**src/rtl/pipe_hazard_ctrl_if.sv**
```systemverilog
// pipe_hazard_ctrl_if: pipeline-to-hazard-unit signal bundle.
// The pipeline side uses the master modport and the hazard controller uses the slave modport.
interface pipe_hazard_ctrl_if #(
    parameter int REG_AW = 4
);
    logic [REG_AW-1:0] RA1D, RA2D, RA1E, RA2E;
    logic [REG_AW-1:0] WA3E, WA3M, WA3W;
    logic              RegWriteE, RegWriteM, RegWriteW;
    logic              MemtoRegE, PCSrcE;
    logic              StallF, StallD, FlushD, FlushE, Busy;
    logic [1:0]        FwdAE, FwdBE;

    modport master (
        output RA1D, RA2D, RA1E, RA2E, WA3E, WA3M, WA3W,
        output RegWriteE, RegWriteM, RegWriteW, MemtoRegE, PCSrcE,
        input  StallF, StallD, FlushD, FlushE, Busy, FwdAE, FwdBE
    );

    modport slave (
        input  RA1D, RA2D, RA1E, RA2E, WA3E, WA3M, WA3W,
        input  RegWriteE, RegWriteM, RegWriteW, MemtoRegE, PCSrcE,
        output StallF, StallD, FlushD, FlushE, Busy, FwdAE, FwdBE
    );
endinterface

```
**src/rtl/pipe_hazard_ctrl.sv**
```systemverilog
// pipe_hazard_ctrl: forwarding selects, load-use stall FSM and branch flush control.
// Define HAZARD_PERF_CNT_EN to add the StallCnt/FlushCnt performance counters.
module pipe_hazard_ctrl #(
    parameter int REG_AW  = 4,
    parameter int MEM_LAT = 1,
    parameter int PC_IDX  = 15
) (
    input  logic              clk,
    input  logic              rst,
    pipe_hazard_ctrl_if.slave hz
`ifdef HAZARD_PERF_CNT_EN
    ,
    output logic [31:0]       StallCnt,
    output logic [31:0]       FlushCnt
`endif
);
    localparam logic [REG_AW-1:0] PC       = REG_AW'(PC_IDX);
    localparam logic [3:0]        CNT_INIT = 4'(MEM_LAT > 1 ? MEM_LAT - 2 : 0);

    typedef enum logic {IDLE, LDSTALL} state_t;

    state_t     state, state_n;
    logic [3:0] cnt, cnt_n;
    logic       lu, stall, flush;

    // M holds the younger result, so it takes priority over W.
    assign hz.FwdAE = (hz.RegWriteM && hz.WA3M == hz.RA1E && hz.RA1E != PC) ? 2'b10 :
                      (hz.RegWriteW && hz.WA3W == hz.RA1E && hz.RA1E != PC) ? 2'b01 : 2'b00;
    assign hz.FwdBE = (hz.RegWriteM && hz.WA3M == hz.RA2E && hz.RA2E != PC) ? 2'b10 :
                      (hz.RegWriteW && hz.WA3W == hz.RA2E && hz.RA2E != PC) ? 2'b01 : 2'b00;

    assign lu    = hz.MemtoRegE && hz.RegWriteE && (hz.WA3E == hz.RA1D || hz.WA3E == hz.RA2D);
    assign stall = !rst && !hz.PCSrcE && (state == LDSTALL || lu);
    assign flush = !rst && hz.PCSrcE;

    assign hz.StallF = stall;
    assign hz.StallD = stall;
    assign hz.FlushD = flush;
    assign hz.FlushE = stall || flush;
    assign hz.Busy   = !rst && state == LDSTALL;

    // The first stall cycle is spent in IDLE, so LDSTALL covers the remaining MEM_LAT-1.
    always_comb begin
        state_n = state;
        cnt_n   = cnt;
        if (hz.PCSrcE) begin
            state_n = IDLE;
            cnt_n   = '0;
        end else if (state == IDLE) begin
            if (lu && MEM_LAT > 1) begin
                state_n = LDSTALL;
                cnt_n   = CNT_INIT;
            end
        end else if (cnt == '0) begin
            state_n = IDLE;
        end else begin
            cnt_n = cnt - 4'd1;
        end
    end

    always_ff @(posedge clk) begin
        if (rst) begin
            state <= IDLE;
            cnt   <= '0;
        end else begin
            state <= state_n;
            cnt   <= cnt_n;
        end
    end

`ifdef HAZARD_PERF_CNT_EN
    always_ff @(posedge clk) begin
        if (rst) begin
            StallCnt <= '0;
            FlushCnt <= '0;
        end else begin
            StallCnt <= StallCnt + 32'(stall);
            FlushCnt <= FlushCnt + 32'(hz.PCSrcE);
        end
    end
`endif
endmodule
```
**src/flat_wrapper.sv**
```systemverilog
// flat-port wrapper written by rule: the top's interface ports become plain ports
module pipe_hazard_ctrl_flat 
#(
    parameter int REG_AW  = 4,
    parameter int MEM_LAT = 1,
    parameter int PC_IDX  = 15
)
  (clk, rst, hz_RA1D, hz_RA2D, hz_RA1E, hz_RA2E, hz_WA3E, hz_WA3M, hz_WA3W, hz_RegWriteE, hz_RegWriteM, hz_RegWriteW, hz_MemtoRegE, hz_PCSrcE, hz_StallF, hz_StallD, hz_FlushD, hz_FlushE, hz_Busy, hz_FwdAE, hz_FwdBE);
  pipe_hazard_ctrl_if #(.REG_AW(REG_AW)) hz_i ();
  input  logic clk;
  input  logic rst;
  input wire logic [$bits(hz_i.RA1D)-1:0] hz_RA1D;
  input wire logic [$bits(hz_i.RA2D)-1:0] hz_RA2D;
  input wire logic [$bits(hz_i.RA1E)-1:0] hz_RA1E;
  input wire logic [$bits(hz_i.RA2E)-1:0] hz_RA2E;
  input wire logic [$bits(hz_i.WA3E)-1:0] hz_WA3E;
  input wire logic [$bits(hz_i.WA3M)-1:0] hz_WA3M;
  input wire logic [$bits(hz_i.WA3W)-1:0] hz_WA3W;
  input wire logic [$bits(hz_i.RegWriteE)-1:0] hz_RegWriteE;
  input wire logic [$bits(hz_i.RegWriteM)-1:0] hz_RegWriteM;
  input wire logic [$bits(hz_i.RegWriteW)-1:0] hz_RegWriteW;
  input wire logic [$bits(hz_i.MemtoRegE)-1:0] hz_MemtoRegE;
  input wire logic [$bits(hz_i.PCSrcE)-1:0] hz_PCSrcE;
  output wire logic [$bits(hz_i.StallF)-1:0] hz_StallF;
  output wire logic [$bits(hz_i.StallD)-1:0] hz_StallD;
  output wire logic [$bits(hz_i.FlushD)-1:0] hz_FlushD;
  output wire logic [$bits(hz_i.FlushE)-1:0] hz_FlushE;
  output wire logic [$bits(hz_i.Busy)-1:0] hz_Busy;
  output wire logic [$bits(hz_i.FwdAE)-1:0] hz_FwdAE;
  output wire logic [$bits(hz_i.FwdBE)-1:0] hz_FwdBE;
  assign hz_i.RA1D = hz_RA1D;
  assign hz_i.RA2D = hz_RA2D;
  assign hz_i.RA1E = hz_RA1E;
  assign hz_i.RA2E = hz_RA2E;
  assign hz_i.WA3E = hz_WA3E;
  assign hz_i.WA3M = hz_WA3M;
  assign hz_i.WA3W = hz_WA3W;
  assign hz_i.RegWriteE = hz_RegWriteE;
  assign hz_i.RegWriteM = hz_RegWriteM;
  assign hz_i.RegWriteW = hz_RegWriteW;
  assign hz_i.MemtoRegE = hz_MemtoRegE;
  assign hz_i.PCSrcE = hz_PCSrcE;
  assign hz_StallF = hz_i.StallF;
  assign hz_StallD = hz_i.StallD;
  assign hz_FlushD = hz_i.FlushD;
  assign hz_FlushE = hz_i.FlushE;
  assign hz_Busy = hz_i.Busy;
  assign hz_FwdAE = hz_i.FwdAE;
  assign hz_FwdBE = hz_i.FwdBE;
  pipe_hazard_ctrl #(.REG_AW(REG_AW), .MEM_LAT(MEM_LAT), .PC_IDX(PC_IDX)) u_core (.clk(clk), .rst(rst), .hz(hz_i));
endmodule
```
**config.mk**
```make
export PLATFORM = sky130hd
export DESIGN_NAME = pipe_hazard_ctrl_flat
export DESIGN_NICKNAME = d
export VERILOG_FILES = /design/src/rtl/pipe_hazard_ctrl_if.sv /design/src/rtl/pipe_hazard_ctrl.sv /design/src/flat_wrapper.sv
export SDC_FILE = /design/constraint.sdc
export NUM_CORES = 1
export LEC_CHECK = 0
export ABC_AREA = 1
export CORE_UTILIZATION = 30
export CTS_CLUSTER_SIZE = 24
export DETAILED_ROUTE_END_ITERATION = 12
export PLACE_DENSITY = 0.71
export SLEW_MARGIN = 20
export SYNTH_ARGS = -nofsm -noshare
export SYNTH_HDL_FRONTEND = slang
export SYNTH_SLANG_ARGS = --single-unit
```
**constraint.sdc**
```tcl
create_clock -name clk -period 1.35 [get_ports clk]
set_clock_uncertainty 0.15 [all_clocks]
set_input_delay 0.135 -clock clk [delete_from_list [all_inputs] [get_ports clk]]
set_output_delay 0.135 -clock clk [all_outputs]
set_load 0.02 [all_outputs]
```
==> flow_metrics.env <==
export IMPL_die_width_um=50.0
export IMPL_postLayoutCoreUtil=0.559
export IMPL_min_to="u_core.state$_SDFF_PP0_"
export IMPL_synth_area_um2=692
export IMPL_clk_pin_slew_ns=0.04
export IMPL_clockRootBuffer="clkbuf_4"
export IMPL_cts_buffers=3
export IMPL_htree_levels=1
export IMPL_grt_usage=0.179
export IMPL_peakVddDrop_mv=0.529
export IMPL_synth_cells=129
export IMPL_synth_simple_area_share=0.418
export IMPL_wire_per_inst_um=10.3
export IMPL_place_gp_congestion=0.748
export IMPL_drtIter0Drc=18
export IMPL_mostFrequentLayoutCell="nand2_1"
export IMPL_layout_min_cycle_time_ns=1.31
export IMPL_grt_first_pass_wirelength_um=3580
export IMPL_synth_compound_area_frac=0.166
export IMPL_r2r_setup_slack_ns=0.04
export IMPL_yosys_warnings=0
export IMPL_worstPathArrival_ns=1.29
export IMPL_vias=968
export IMPL_wirelength_um=2180
export IMPL_rr_endpoint="u_core.cnt[0]$_SDFFE_PN0P_"
export IMPL_die_y_um=50.0
export IMPL_port_buffers=43
export IMPL_cp_top_family="flip-flops"
export IMPL_io_pins=44
export IMPL_grt_use_met1=0.196
export IMPL_setup_viol=0
export IMPL_grt_pass1_vias=918
export IMPL_drc=0
export IMPL_mostFrequentLayoutCells="nand2_1, inv_2, clkbuf_2"
export IMPL_rr_worst_depth=7
export IMPL_worstReg2RegStart="u_core.cnt[1]$_SDFFE_PN0P_"
export IMPL_dp_cells=204
export IMPL_cts_tree="built"
export IMPL_synth_fa_ha_area_frac=0.0181
export IMPL_synth_top_family_by_area="simple AND/OR/NAND/NOR gates"
export IMPL_instances_no_fill=211
export IMPL_core_um2=2190
export IMPL_synth_cell_types=24
export IMPL_timing_setup_tns_ns=0
export IMPL_top_usage_layer="met2"
export IMPL_grt_max_degree=5
export IMPL_antenna_found_initial=0
export IMPL_initial_core_util=0.316
export IMPL_synthesis_nets=165
export IMPL_drtAntennaViolNets=0
export IMPL_p_total_uw=570
export IMPL_layout_drive_gt1_share=0.421
export IMPL_design_area_um2=1220
export IMPL_endpoint_kind="register"
export IMPL_synth_area_mux_share=0
export IMPL_synth_xor_area_frac=0.0633
export IMPL_n_antenna_cell=0
export IMPL_nets=220
export IMPL_dpl_cell_area_um2=1190
export IMPL_worstMarginPinSlew_ns=0.265
export IMPL_overflow=0
export IMPL_clk_latency_ns=0.24
export IMPL_p_per_area_nw_per_um2=466
export IMPL_core_rowCount=17
export IMPL_path_class="register to register"
export IMPL_cts_sinks=5
export IMPL_crit_fanout=3
export IMPL_grt_use_met2=0.367
export IMPL_path_cells="inv_2, ha_4, nand3_2, nand2_4, nor2_4, buf_4, o21a_1"
export IMPL_critPathSlowestCell="dfxtp_2"
export IMPL_critPathBufInv=2
export IMPL_use_met3=0.0123
export IMPL_die_area_um2=2500
export IMPL_dp_hpwl_um=1700
export IMPL_leakage_nw=0.717
export IMPL_required_ns=1.33
export IMPL_slew_headroom=0.824
export IMPL_area_growth_pct=77.0
export IMPL_syn_avg_cell_area_um2=5.36
export IMPL_yosysSeqAreaShare=0.145
export IMPL_clock_path_buffers=2
export IMPL_fmax_ghz=0.764
export IMPL_fin_crit_sh=0.970
export IMPL_drv_slew=0
export IMPL_drtPass1Iterations=4
export IMPL_hold_class="input port to register"
export IMPL_min_from="hz_PCSrcE"
export IMPL_slowest_delay_ns=0.32
export IMPL_synth_seq_cells=5
export IMPL_drv_cap=0
export IMPL_min_path_cells=3
export IMPL_status="completed"
export IMPL_vias_per_cell=4.59
export IMPL_cp_start_kind="register"
export IMPL_hold_viol=0
## per-layer routing
metal	wire length, um	up-vias
met5	0	-
met4	0	0
met3	103	0
met2	1240	32
met1	834	427
li1	-	509
## per-stage QoR
stage	setup WS [ns]	hold WS, ns
floorplan	0.0479	0.0618
global placement	-0.740	0.320
detailed placement	-0.785	0.328
CTS	0.00149	0.209
global route	-0.0196	0.220
finish	0.0406	0.212
## sequential cells by signal (all words and copies together), names as in the netlist
name,cells
u_core.state,1
u_core.cnt,4
## synthesized netlist by cell type
library cell / n / area (um2)
o211ai_1: 2 / 15.0
o21ai_0: 1 / 5.00
a21boi_1: 2 / 15.0
nand3_1: 1 / 5.00
nor2_2: 1 / 6.26
o21ai_1: 3 / 15.0
inv_2: 8 / 30.0
buf_4: 1 / 7.51
ha_1: 1 / 12.5
xnor2_1: 3 / 26.3
nor3_1: 1 / 5.00
nor2_8: 1 / 20.0
a21boi_0: 1 / 7.51
dfxtp_1: 5 / 100
xor2_1: 2 / 17.5
nand3_2: 1 / 10.0
nand2_1: 40 / 150
nand2_2: 1 / 6.26
nand4_1: 6 / 37.5
nor2_1: 13 / 48.8
inv_1: 25 / 93.8
a21oi_1: 5 / 25.0
o22ai_1: 4 / 25.0
o21a_1: 1 / 7.51
## worst min-delay path, stage by stage
cell,delay (ns)
dlygate4sd2_1,0.26
buf_4,0.12
nor3_1,0.04
## cell families after synthesis
group | count (synthesis)
flops | 5
buf+inv | 34
simple gates | 65
fa+ha+maj | 1
xor+xnor | 5
compound gates | 19
## how the worst max path moves through the flow
stage / cells past startpoint / slack [ns] / from / endpoint
after floorplan: 8 / 0.05 / u_core.cnt[0]$_SDFFE_PN0P_ / u_core.cnt[3]$_SDFFE_PN0P_
after global placement: 12 / -0.74 / hz_WA3E[0] / hz_StallD
after detailed placement: 12 / -0.78 / hz_WA3E[1] / hz_StallF
after CTS: 11 / 0.001 / hz_RA1D[2] / hz_FlushE
after global routing: 6 / -0.02 / hz_WA3M[3] / hz_FwdBE[0]
final: 7 / 0.04 / u_core.cnt[1]$_SDFFE_PN0P_ / u_core.cnt[0]$_SDFFE_PN0P_
## report_power, final
group          internal, mW  leakage, nW  switching [mW]
combinational         0.127        0.661           0.127
sequential            0.148       0.0413               0
clock                 0.111       0.0150          0.0575
## cell type report
class	instances	area, um2
Clock buffer	4	26.3
Multi-Input combinational cell	90	529
Fill cell	232	966
Timing Repair Buffer	51	408
Tap cell	28	35.0
Sequential cell	5	103
Inverter	33	124
## what timing repair did
item / 4_1_cts / 5_1_grt
cloned: 0 / 0
hold buffers: 0 / 0
hold endpoints to repair: 0 / 0
setup endpoints to repair: 10 / 9
setup buffers: 2 / 1
resized for setup: 93 / 72
pin swaps: 15 / 31
No activity file was read; power rests on OpenSTA's default activity.
